File: config.mk
export PLATFORM = sky130hd
export DESIGN_NAME = dco_tune_ctrl
export DESIGN_NICKNAME = d
export VERILOG_FILES = /design/src/rtl/dco_pkg.sv /design/src/rtl/dco_tick_gen.sv /design/src/rtl/dco_tune_ctrl.sv
export SDC_FILE = /design/constraint.sdc
export NUM_CORES = 1
export LEC_CHECK = 0
export ABC_AREA = 1
export CAP_MARGIN = 20
export CORE_MARGIN = 2
export CORE_UTILIZATION = 30
export CTS_CLUSTER_DIAMETER = 60
export DETAILED_ROUTE_END_ITERATION = 10
export GPL_ROUTABILITY_DRIVEN = 0
export GPL_TIMING_DRIVEN = 0
export SYNTH_ARGS = -nofsm -noshare
export SYNTH_HDL_FRONTEND = slang
export SYNTH_SLANG_ARGS = --single-unit
File: constraint.sdc
create_clock -name sys_clk -period 6.6 [get_ports sys_clk]
set_input_delay 1.32 -clock sys_clk [delete_from_list [all_inputs] [get_ports sys_clk]]
set_output_delay 1.32 -clock sys_clk [all_outputs]
set_load 0.05 [all_outputs]
File: src/rtl/dco_pkg.sv
// Shared types and defaults for the DCO tuning-word slew controller.
// Latency: n/a (declarations only).
// Backpressure: n/a.
package dco_pkg;

    localparam int unsigned DCO_WIDTH = 32;
    localparam logic [DCO_WIDTH-1:0] DCO_INIT_WORD = '0;

    typedef enum logic [1:0] {
        IDLE   = 2'd0,
        SLEW   = 2'd1,
        SETTLE = 2'd2
    } dco_state_t;

endpackage

File: src/rtl/dco_tick_gen.sv
// Prescaler: one-cycle tick every PRESCALE enabled cycles, restarted by clear.
// Latency: first tick PRESCALE edges after the clear edge.
// Backpressure: none; enable simply freezes the count.
//
// Ports:
//   sys_clk, rst_n : clock and synchronous active-low reset
//   clear          : restart the count from zero (wins over enable)
//   enable         : count this cycle
//   tick           : combinational pulse in the cycle whose edge completes a period
module dco_tick_gen #(
    parameter int unsigned PRESCALE = 4
) (
    input  logic sys_clk,
    input  logic rst_n,
    input  logic clear,
    input  logic enable,
    output logic tick
);

    localparam int unsigned CNT_W = 16;
    localparam logic [CNT_W-1:0] CNT_LAST = CNT_W'(PRESCALE - 1);

    logic [CNT_W-1:0] cnt;

    assign tick = enable && !clear && (cnt == CNT_LAST);

    always_ff @(posedge sys_clk) begin
        if (!rst_n) begin
            cnt <= '0;
        end else if (clear || tick) begin
            cnt <= '0;
        end else if (enable) begin
            cnt <= cnt + CNT_W'(1);
        end
    end

endmodule

File: src/rtl/dco_tune_ctrl.sv
// Slews the DCO tuning word toward a requested target in bounded steps, then settles.
// Latency: first update PRESCALE cycles after accept; done SETTLE_CYC cycles after the final update.
// Backpressure: tgt_ready is high only in IDLE; requests outside IDLE are dropped, not queued.
//
// Ports:
//   sys_clk, rst_n         : clock and synchronous active-low reset
//   tgt_valid/tgt_ready    : target handshake; tgt_word and step captured on accept
//   abort                  : leave SLEW/SETTLE at once, word held, no done
//   tuning_word            : registered word driving the DCO
//   busy, done, clamped    : status; done and clamped are one-cycle pulses
// Optional feature: define DCO_TUNE_CLAMP_EN to clamp targets to [MIN_WORD, MAX_WORD].
module dco_tune_ctrl
    import dco_pkg::*;
#(
    parameter int unsigned        WIDTH      = DCO_WIDTH,
    parameter int unsigned        PRESCALE   = 4,
    parameter int unsigned        SETTLE_CYC = 8,
    parameter logic [WIDTH-1:0]   INIT_WORD  = WIDTH'(DCO_INIT_WORD),
    parameter logic [WIDTH-1:0]   MIN_WORD   = '0,
    parameter logic [WIDTH-1:0]   MAX_WORD   = '1
) (
    input  logic             sys_clk,
    input  logic             rst_n,
    input  logic             tgt_valid,
    output logic             tgt_ready,
    input  logic [WIDTH-1:0] tgt_word,
    input  logic [WIDTH-1:0] step,
    input  logic             abort,
    output logic [WIDTH-1:0] tuning_word,
    output logic             busy,
    output logic             done,
    output logic             clamped
);

    localparam logic [15:0] SETTLE_LAST = 16'(SETTLE_CYC - 1);

    dco_state_t       state_q;
    dco_state_t       next_state;
    logic [WIDTH-1:0] target_q;
    logic [WIDTH-1:0] step_q;
    logic [15:0]      settle_cnt;

    logic             accept;
    logic             tick;
    logic [WIDTH-1:0] tgt_eff;
    logic             clamp_hit;
    logic [WIDTH-1:0] diff;
    logic             reach;
    logic [WIDTH-1:0] stepped;
    logic [WIDTH-1:0] word_nxt;
    logic             settle_fin;

    assign accept = tgt_valid && tgt_ready;
    assign busy   = (state_q != IDLE);

`ifdef DCO_TUNE_CLAMP_EN
    always_comb begin
        tgt_eff   = tgt_word;
        clamp_hit = 1'b0;
        if (tgt_word < MIN_WORD) begin
            tgt_eff   = MIN_WORD;
            clamp_hit = 1'b1;
        end else if (tgt_word > MAX_WORD) begin
            tgt_eff   = MAX_WORD;
            clamp_hit = 1'b1;
        end
    end
`else
    // Bounds are ignored in this build; targets pass through untouched.
    assign tgt_eff   = tgt_word;
    assign clamp_hit = 1'b0;
`endif

    dco_tick_gen #(
        .PRESCALE (PRESCALE)
    ) u_tick_gen (
        .sys_clk (sys_clk),
        .rst_n   (rst_n),
        .clear   (accept),
        .enable  (state_q == SLEW),
        .tick    (tick)
    );

    // Distance is checked before stepping, so a step never crosses the
    // target and the add/subtract below can never wrap.
    always_comb begin
        diff    = (target_q >= tuning_word) ? (target_q - tuning_word)
                                            : (tuning_word - target_q);
        reach   = (step_q == '0) || (diff <= step_q);
        stepped = (target_q > tuning_word) ? (tuning_word + step_q)
                                           : (tuning_word - step_q);
    end

    always_comb begin
        next_state = state_q;
        word_nxt   = tuning_word;
        settle_fin = 1'b0;
        case (state_q)
            IDLE: begin
                if (accept) begin
                    next_state = SLEW;
                end
            end
            SLEW: begin
                // abort outranks a coincident tick: the word is left as is
                if (abort) begin
                    next_state = IDLE;
                end else if (tick) begin
                    if (reach) begin
                        word_nxt   = target_q;
                        next_state = SETTLE;
                    end else begin
                        word_nxt   = stepped;
                    end
                end
            end
            SETTLE: begin
                if (abort) begin
                    next_state = IDLE;
                end else if (settle_cnt == SETTLE_LAST) begin
                    next_state = IDLE;
                    settle_fin = 1'b1;
                end
            end
            default: begin
                next_state = IDLE;
            end
        endcase
    end

    always_ff @(posedge sys_clk) begin
        if (!rst_n) begin
            state_q     <= IDLE;
            tuning_word <= INIT_WORD;
            target_q    <= '0;
            step_q      <= '0;
            settle_cnt  <= '0;
            tgt_ready   <= 1'b0;
            done        <= 1'b0;
            clamped     <= 1'b0;
        end else begin
            state_q     <= next_state;
            tuning_word <= word_nxt;
            tgt_ready   <= (next_state == IDLE);
            done        <= settle_fin;
            clamped     <= accept && clamp_hit;
            if (accept) begin
                target_q <= tgt_eff;
                step_q   <= step;
            end
            if ((state_q == SETTLE) && (next_state == SETTLE)) begin
                settle_cnt <= settle_cnt + 16'd1;
            end else begin
                settle_cnt <= '0;
            end
        end
    end

endmodule

==> results of run 1 <==
-- sequential cells by signal, indices dropped and copies added, names as in the netlist --
signal / count
settle_cnt: 16
tuning_word: 32
u_tick_gen.cnt: 16
tgt_ready: 1
done: 1
target_q: 32
step_q: 32
state_q: 2
-- worst min-delay path by stage --
| stage | to | slack, ns | depth (start not counted) |
|---|---|---|---|
| 5_1_grt | settle_cnt[0] | 0.49 | 1 |
| 4_1_cts | settle_cnt[0] | 0.45 | 1 |
| 3_5_place_dp | settle_cnt[0] | 0.44 | 1 |
| 6_report | settle_cnt[0] | 0.45 | 1 |
| 2_1_floorplan | settle_cnt[0] | 0.42 | 1 |
| 3_3_place_gp | settle_cnt[0] | 0.43 | 1 |
-- kinds of logic after synthesis --
family / count (synthesis) / synth area share
xor+xnor: 97 / 0.0656
fa+ha+maj: 132 / 0.129
mux: 1 / 0.000774
compound gates: 433 / 0.181
simple gates: 936 / 0.306
other cells: 1 / 0.000290
buf+inv: 366 / 0.113
flops: 132 / 0.204
-- through the flow --
step / utilization / instance area (um2) / setup WS, ns
floorplan: - / 12900 / 2.37
global placement: 0.342 / 14600 / 1.25
detailed placement: 0.342 / 14600 / 1.19
CTS: 0.355 / 15200 / 1.16
global route: 0.355 / 15200 / 0.691
finish: 0.355 / 15200 / 1.09
-- critical path, delay by kind of cell, from the launching register on --
| family | cells | cell delay [ns] |
|---|---|---|
| AOI/OAI and AO/OA | 2 | 0.84 |
| xor gates and xnor gates | 1 | 0.27 |
| adders and majority gates | 2 | 0.78 |
| buffers and inverters | 4 | 0.52 |
| DFF | 1 | 0.57 |
| and+or+nand+nor | 16 | 2.34 |
-- power by group through the flow --
stage               registers (mW)  logic, mW  clock network [mW]
finish                       0.853       1.84               0.884
global route                 0.856       2.03               0.935
CTS                          0.853       1.79               0.894
detailed placement           0.870       1.78                   0
global placement             0.869       1.75                   0
floorplan                    0.862       1.26                   0
-- cell usage after synthesis (all sizes together), types with 19 or more instances --
cell type / count / area, um2
nor3: 33 / 175
o21bai: 19 / 143
clkbuf: 30 / 113
o21ai: 150 / 773
nand2: 510 / 1950
ha: 129 / 1610
xnor2: 25 / 219
a21oi: 215 / 1080
nor2: 242 / 972
nand4: 22 / 138
inv: 318 / 1190
nand3: 99 / 518
xor2: 72 / 631
dfxtp: 132 / 2640
-- layer usage --
| layer | global-route usage | routed length, um | share of wire |
|---|---|---|---|
| met1 | 0.285 | 21600 | 0.43 |
| met5 | 0 | 0 | 0 |
| met3 | 0.0317 | 3430 | 0.068 |
| met2 | 0.379 | 23000 | 0.46 |
| met4 | 0.0949 | 2180 | 0.043 |
-- final cells by class --
class / count / area [um2]
flip-flops and latches: 132 / 2640
well taps: 546 / 683
fillers: 4628 / 27600
clock inverters: 7 / 51.3
repair buffers: 102 / 1020
multi-input cells: 1600 / 8840
plain buffers: 47 / 260
inverters: 319 / 1200
clock buffers: 23 / 488
==> metrics.csv, run 1 <==
metric;value;unit
status;completed;
cts_buffer_depth;2;
wl_per_cell;18.1;um
holdCritStartpoint;settle_cnt[0];
tritoncts;built;
initial_core_util;0.302;
synth-main-ff-cell;dfxtp_1;
cp-start-kind;flop;
endpoint_kind;flop;
grt_antenna_before_repair;0;
dpl.hpwl;42000;um
port_buffers;102;
crit_start;tuning_word[1];
grt_usage;0.224;
finalNonFillerCells;2776;
ir_drop;0.184;mV
clkPwrFrac;0.247;
period_share;0.835;
root_buffer;clkbuf_16;
die_area;44800;um2
power_switching;1.62;mW
dpl.cell_count;2746;
syn_inst;2098;
ioPinCount;104;
timing.final.crit_period;5.51;ns
clkSinkCount;132;
drc;0;
synth_edf_count;0;
ys_async_sr_fraction;0;
setup_viol;0;
dr.first_iter.drc_count;1168;
worst_path_max_delay_cell;a21boi_0;
mappedNetlistNets;2298;
n_antenna_cell;0;
cp.arrival;5.80;ns
h-tree-depth;4;
grt_pass1_vias;13800;
post_cts_resized;0;
cts_hold_buf;0;
cp_max_fo;10;
slew_violations;0;
required;6.89;ns
r2r_slack;1.09;ns
power.density;235;nW/um2
final_common_cell;nand2_1;
syn_avg_cell_area;6.17;um2
via_count;14300;
rsz0062_at_grt;false;
drt_first_pass_iters;6;
layout-drive-gt1-share;0.0430;
die_h;212;um
max_stage_delay;0.77;ns
whs;0.452;ns
combPwrFrac;0.514;
worst_path_most_repeated_cell;nand2_1;
clk_latency;0.44;ns
final_hold_viol_count;0;
synth_cell_type_count;52;
hold_path_class;reg -> reg;
final_cell_mix;nand2_1 (496), inv_1 (310), nor2_1 (230);
intPower;1.96;mW
coreArea;42800;um2
clk_pin_slew;0.06;ns
rows;76;
finalPower;3.57;mW
totalWireLength;50200;um
max-slew-margin-rel;0.348;
r2r-start;tuning_word[1];
p_sw_frac;0.453;
ys_ff_latch;132;
power_frac_seq;0.239;
power.leakage;7.11;nW
r2r_end;tuning_word[29];
cts_setup_buffers;0;
drv_cap;0;
final_antenna_net_count;0;
cts_made_buffers;17;
grt_pass1_wl;76000;um
skew;0.00925;ns
fmax;0.182;GHz
die-width;212;um
synth_area;12900;um2
yosysSeqAreaShare;0.204;
r2r_cells;25;
area_delta_synth_final;17.3;%
fin_nets;2419;
crit_type;reg -> reg;
grt_max_degree;17;
synth-warning-count;0;
finalSetupTns;0;ns
tightest_slew;0.970;ns
cp-endpoint;tuning_word[29];
vias_per_cell;5.15;
grt_overflow;0;
(Power assumes the default switching activity.)
==> inputs of run 2 (changes only) <==
clock period = 4.8 ns   (was 6.6 ns; I/O delays follow)
==> run 2 against run 1 <==
Cell count rose by 0.11%. Combinational power rose by 43%. Critical path depth is 2 higher. Sequential power up 37%. Routed wire length is 0.45% higher. Critical endpoint is now tgt_ready. Largest cell class unchanged. Largest power group unchanged. Highest routed layer unchanged.
==> metrics.csv, run 2 (same netlist as run 1, synthesis figures left out) <==
metric;value;unit;change
power.density;325;nW/um2;+38%
port_buffers;102;;unchanged
worst_path_max_delay_cell;dfxtp_2;;
timing.final.crit_period;4.63;ns;-0.883 ns
utilization;0.362;;+0.00696
crit_buf_inv;5;;+1
die_area;44800;um2;unchanged
vias_per_cell;5.15;;-0.11%
ir_drop;0.255;mV;+38%
worst_path_most_repeated_cell;nand2_1;;
grt_antenna_before_repair;0;;unchanged
ioPinCount;104;;unchanged
clk_latency;0.45;ns;about the same
required;5.17;ns;-1.72 ns
endpoint_kind;flop;;
drv_cap;0;;unchanged
tritoncts;built;;
cp_max_fo;10;;unchanged
drc;0;;unchanged
intPower;2.75;mW;+41%
dpl.hpwl;42000;um;unchanged
grt_pass1_vias;13800;;+0.20%
r2r_cells;27;;+8.0%
grt_max_degree;17;;unchanged
clk_pin_slew;0.06;ns;about the same
cts_made_buffers;17;;unchanged
combPwrFrac;0.525;;+0.011
final_antenna_net_count;0;;unchanged
max_stage_delay;0.44;ns;-0.33 ns
root_buffer;clkbuf_16;;
status;completed;;
final_hold_viol_count;0;;unchanged
place_area;14600;um2;unchanged
max-slew-margin-rel;0.469;;+0.121
fmax;0.216;GHz;+19%
final_common_cell;nand2_1;;
power.leakage;7.19;nW;+1.1%
initial_core_util;0.302;;unchanged
dpl.cell_count;2746;;unchanged
period_share;0.964;;+0.129
area_delta_synth_final;19.6;%;
die-width;212;um;unchanged
grt_overflow;0;;unchanged
hold_path_class;reg -> reg;;
clkSinkCount;132;;unchanged
clkPwrFrac;0.242;;-0.005
slew_violations;0;;unchanged
critPathTopFamily;simple AND/OR/NAND/NOR gates;;
fin_nets;2422;;+0.12%
coreArea;42800;um2;unchanged
fin_area;15500;um2;+2.0%
totalWireLength;50400;um;+0.45%
tightest_slew;0.797;ns;-0.173 ns
h-tree-depth;4;;unchanged
cp-start-kind;flop;;
p_sw_frac;0.454;;+0.00119
die_h;212;um;unchanged
grt_usage;0.225;;+0.000546
rows;76;;unchanged
n_antenna_cell;0;;unchanged
crit_cells;27;;+8.0%
worst_slack;0.175;ns;-0.917 ns
final_cell_mix;nand2_1 (488), inv_1 (310), nor2_1 (227);;
finalNonFillerCells;2779;;+0.11%
power_frac_seq;0.233;;-0.006
holdPathStages;1;;unchanged
fill_cells;4591;;-0.80%
pre_cts_ws;-0.608;ns;-1.80 ns
setup_viol;0;;unchanged
drt_first_pass_iters;6;;unchanged
finalSetupTns;0;ns;unchanged
layout-drive-gt1-share;0.0739;;+0.0308
cp.arrival;4.99;ns;-0.81 ns
reg_top3;step_q: 32 flops, target_q: 32 flops, tuning_word: 32 flops;;
dr.first_iter.drc_count;1114;;-4.6%
crit_type;reg -> reg;;
cts_buffer_depth;2;;unchanged
wl_per_cell;18.1;um;+0.34%
skew;0.00985;ns;+0.000601 ns
via_count;14300;;-0.0070%
grt_pass1_wl;76200;um;+0.26%
power_switching;2.29;mW;+41%
## run 2: cell types whose count changed in the layout (fill, tap and decap cells not counted), sizes merged
cell    before  now
buf         17   19
clkbuf      53   54
## run 2: per-stage QoR
step           hold slack, ns  total power, mW
6_report                0.452             5.03
5_1_grt                 0.493             5.37
4_1_cts                 0.452             4.89
3_5_place_dp            0.444             3.64
3_3_place_gp            0.431             3.60
2_1_floorplan           0.418             2.91
## run 2: repair_timing
item / in CTS / in global routing
resized for setup: 22 / 72
setup buffers: 1 / 2
setup endpoints to repair: 35 / 35
hold buffers: 0 / 0
pin swaps: 1 / 8
## run 2: worst paths after layout
check                           slack, ns            end             from
worst min register to register       0.45  settle_cnt[0]    settle_cnt[0]
worst max register to register       0.17      tgt_ready  tuning_word[17]
worst min-delay path                 0.45  settle_cnt[0]    settle_cnt[0]
worst max-delay path                 0.17      tgt_ready  tuning_word[17]
## run 2: routing by layer
metal | global-route usage | share of wire
met4 | 0.0947 | 0.043
met3 | 0.0310 | 0.063
met1 | 0.287 | 0.43
met5 | 0 | 0
met2 | 0.380 | 0.46
## run 2: area by class of cell
class	count	area [um2]	area share
sequential	132	2690	0.174
clock buffer	23	488	0.0315
timing repair buffer	105	1040	0.0674
clock inverter	7	51.3	0.00331
inverter	319	1200	0.0773
tap	546	683	0.0441
buffer	47	289	0.0187
multi-input combinational	1600	9040	0.584
## run 2: worst register-to-register path, stage by stage, from the launching register on
cell     delay [ns]
dfxtp_2        0.44
inv_1          0.07
ha_1           0.29
buf_2          0.18
nand2_1        0.07
nand2_1        0.12
nand2_1        0.11
nand2_1        0.06
nand2_1        0.09
nand2_1        0.05
a21oi_1        0.26
and3_4         0.27
buf_6          0.15
buf_8          0.16
nand2_1        0.07
nand2_1        0.14
xnor2_1        0.14
inv_1          0.10
ha_1           0.30
nand4_1        0.12
nor3_2         0.19
and3_4         0.25
nand2_1        0.10
nand2_2        0.10
nand3_4        0.12
nand2_2        0.24
nand4_1        0.20
nor2_1         0.18
## run 2: power by group through the flow
stage | registers [mW] | clock network, mW | logic [mW]
floorplan | 1.19 | 0 | 1.73
finish | 1.17 | 1.22 | 2.64
detailed placement | 1.20 | 0 | 2.45
global placement | 1.19 | 0 | 2.41
CTS | 1.17 | 1.23 | 2.48
global route | 1.18 | 1.29 | 2.90
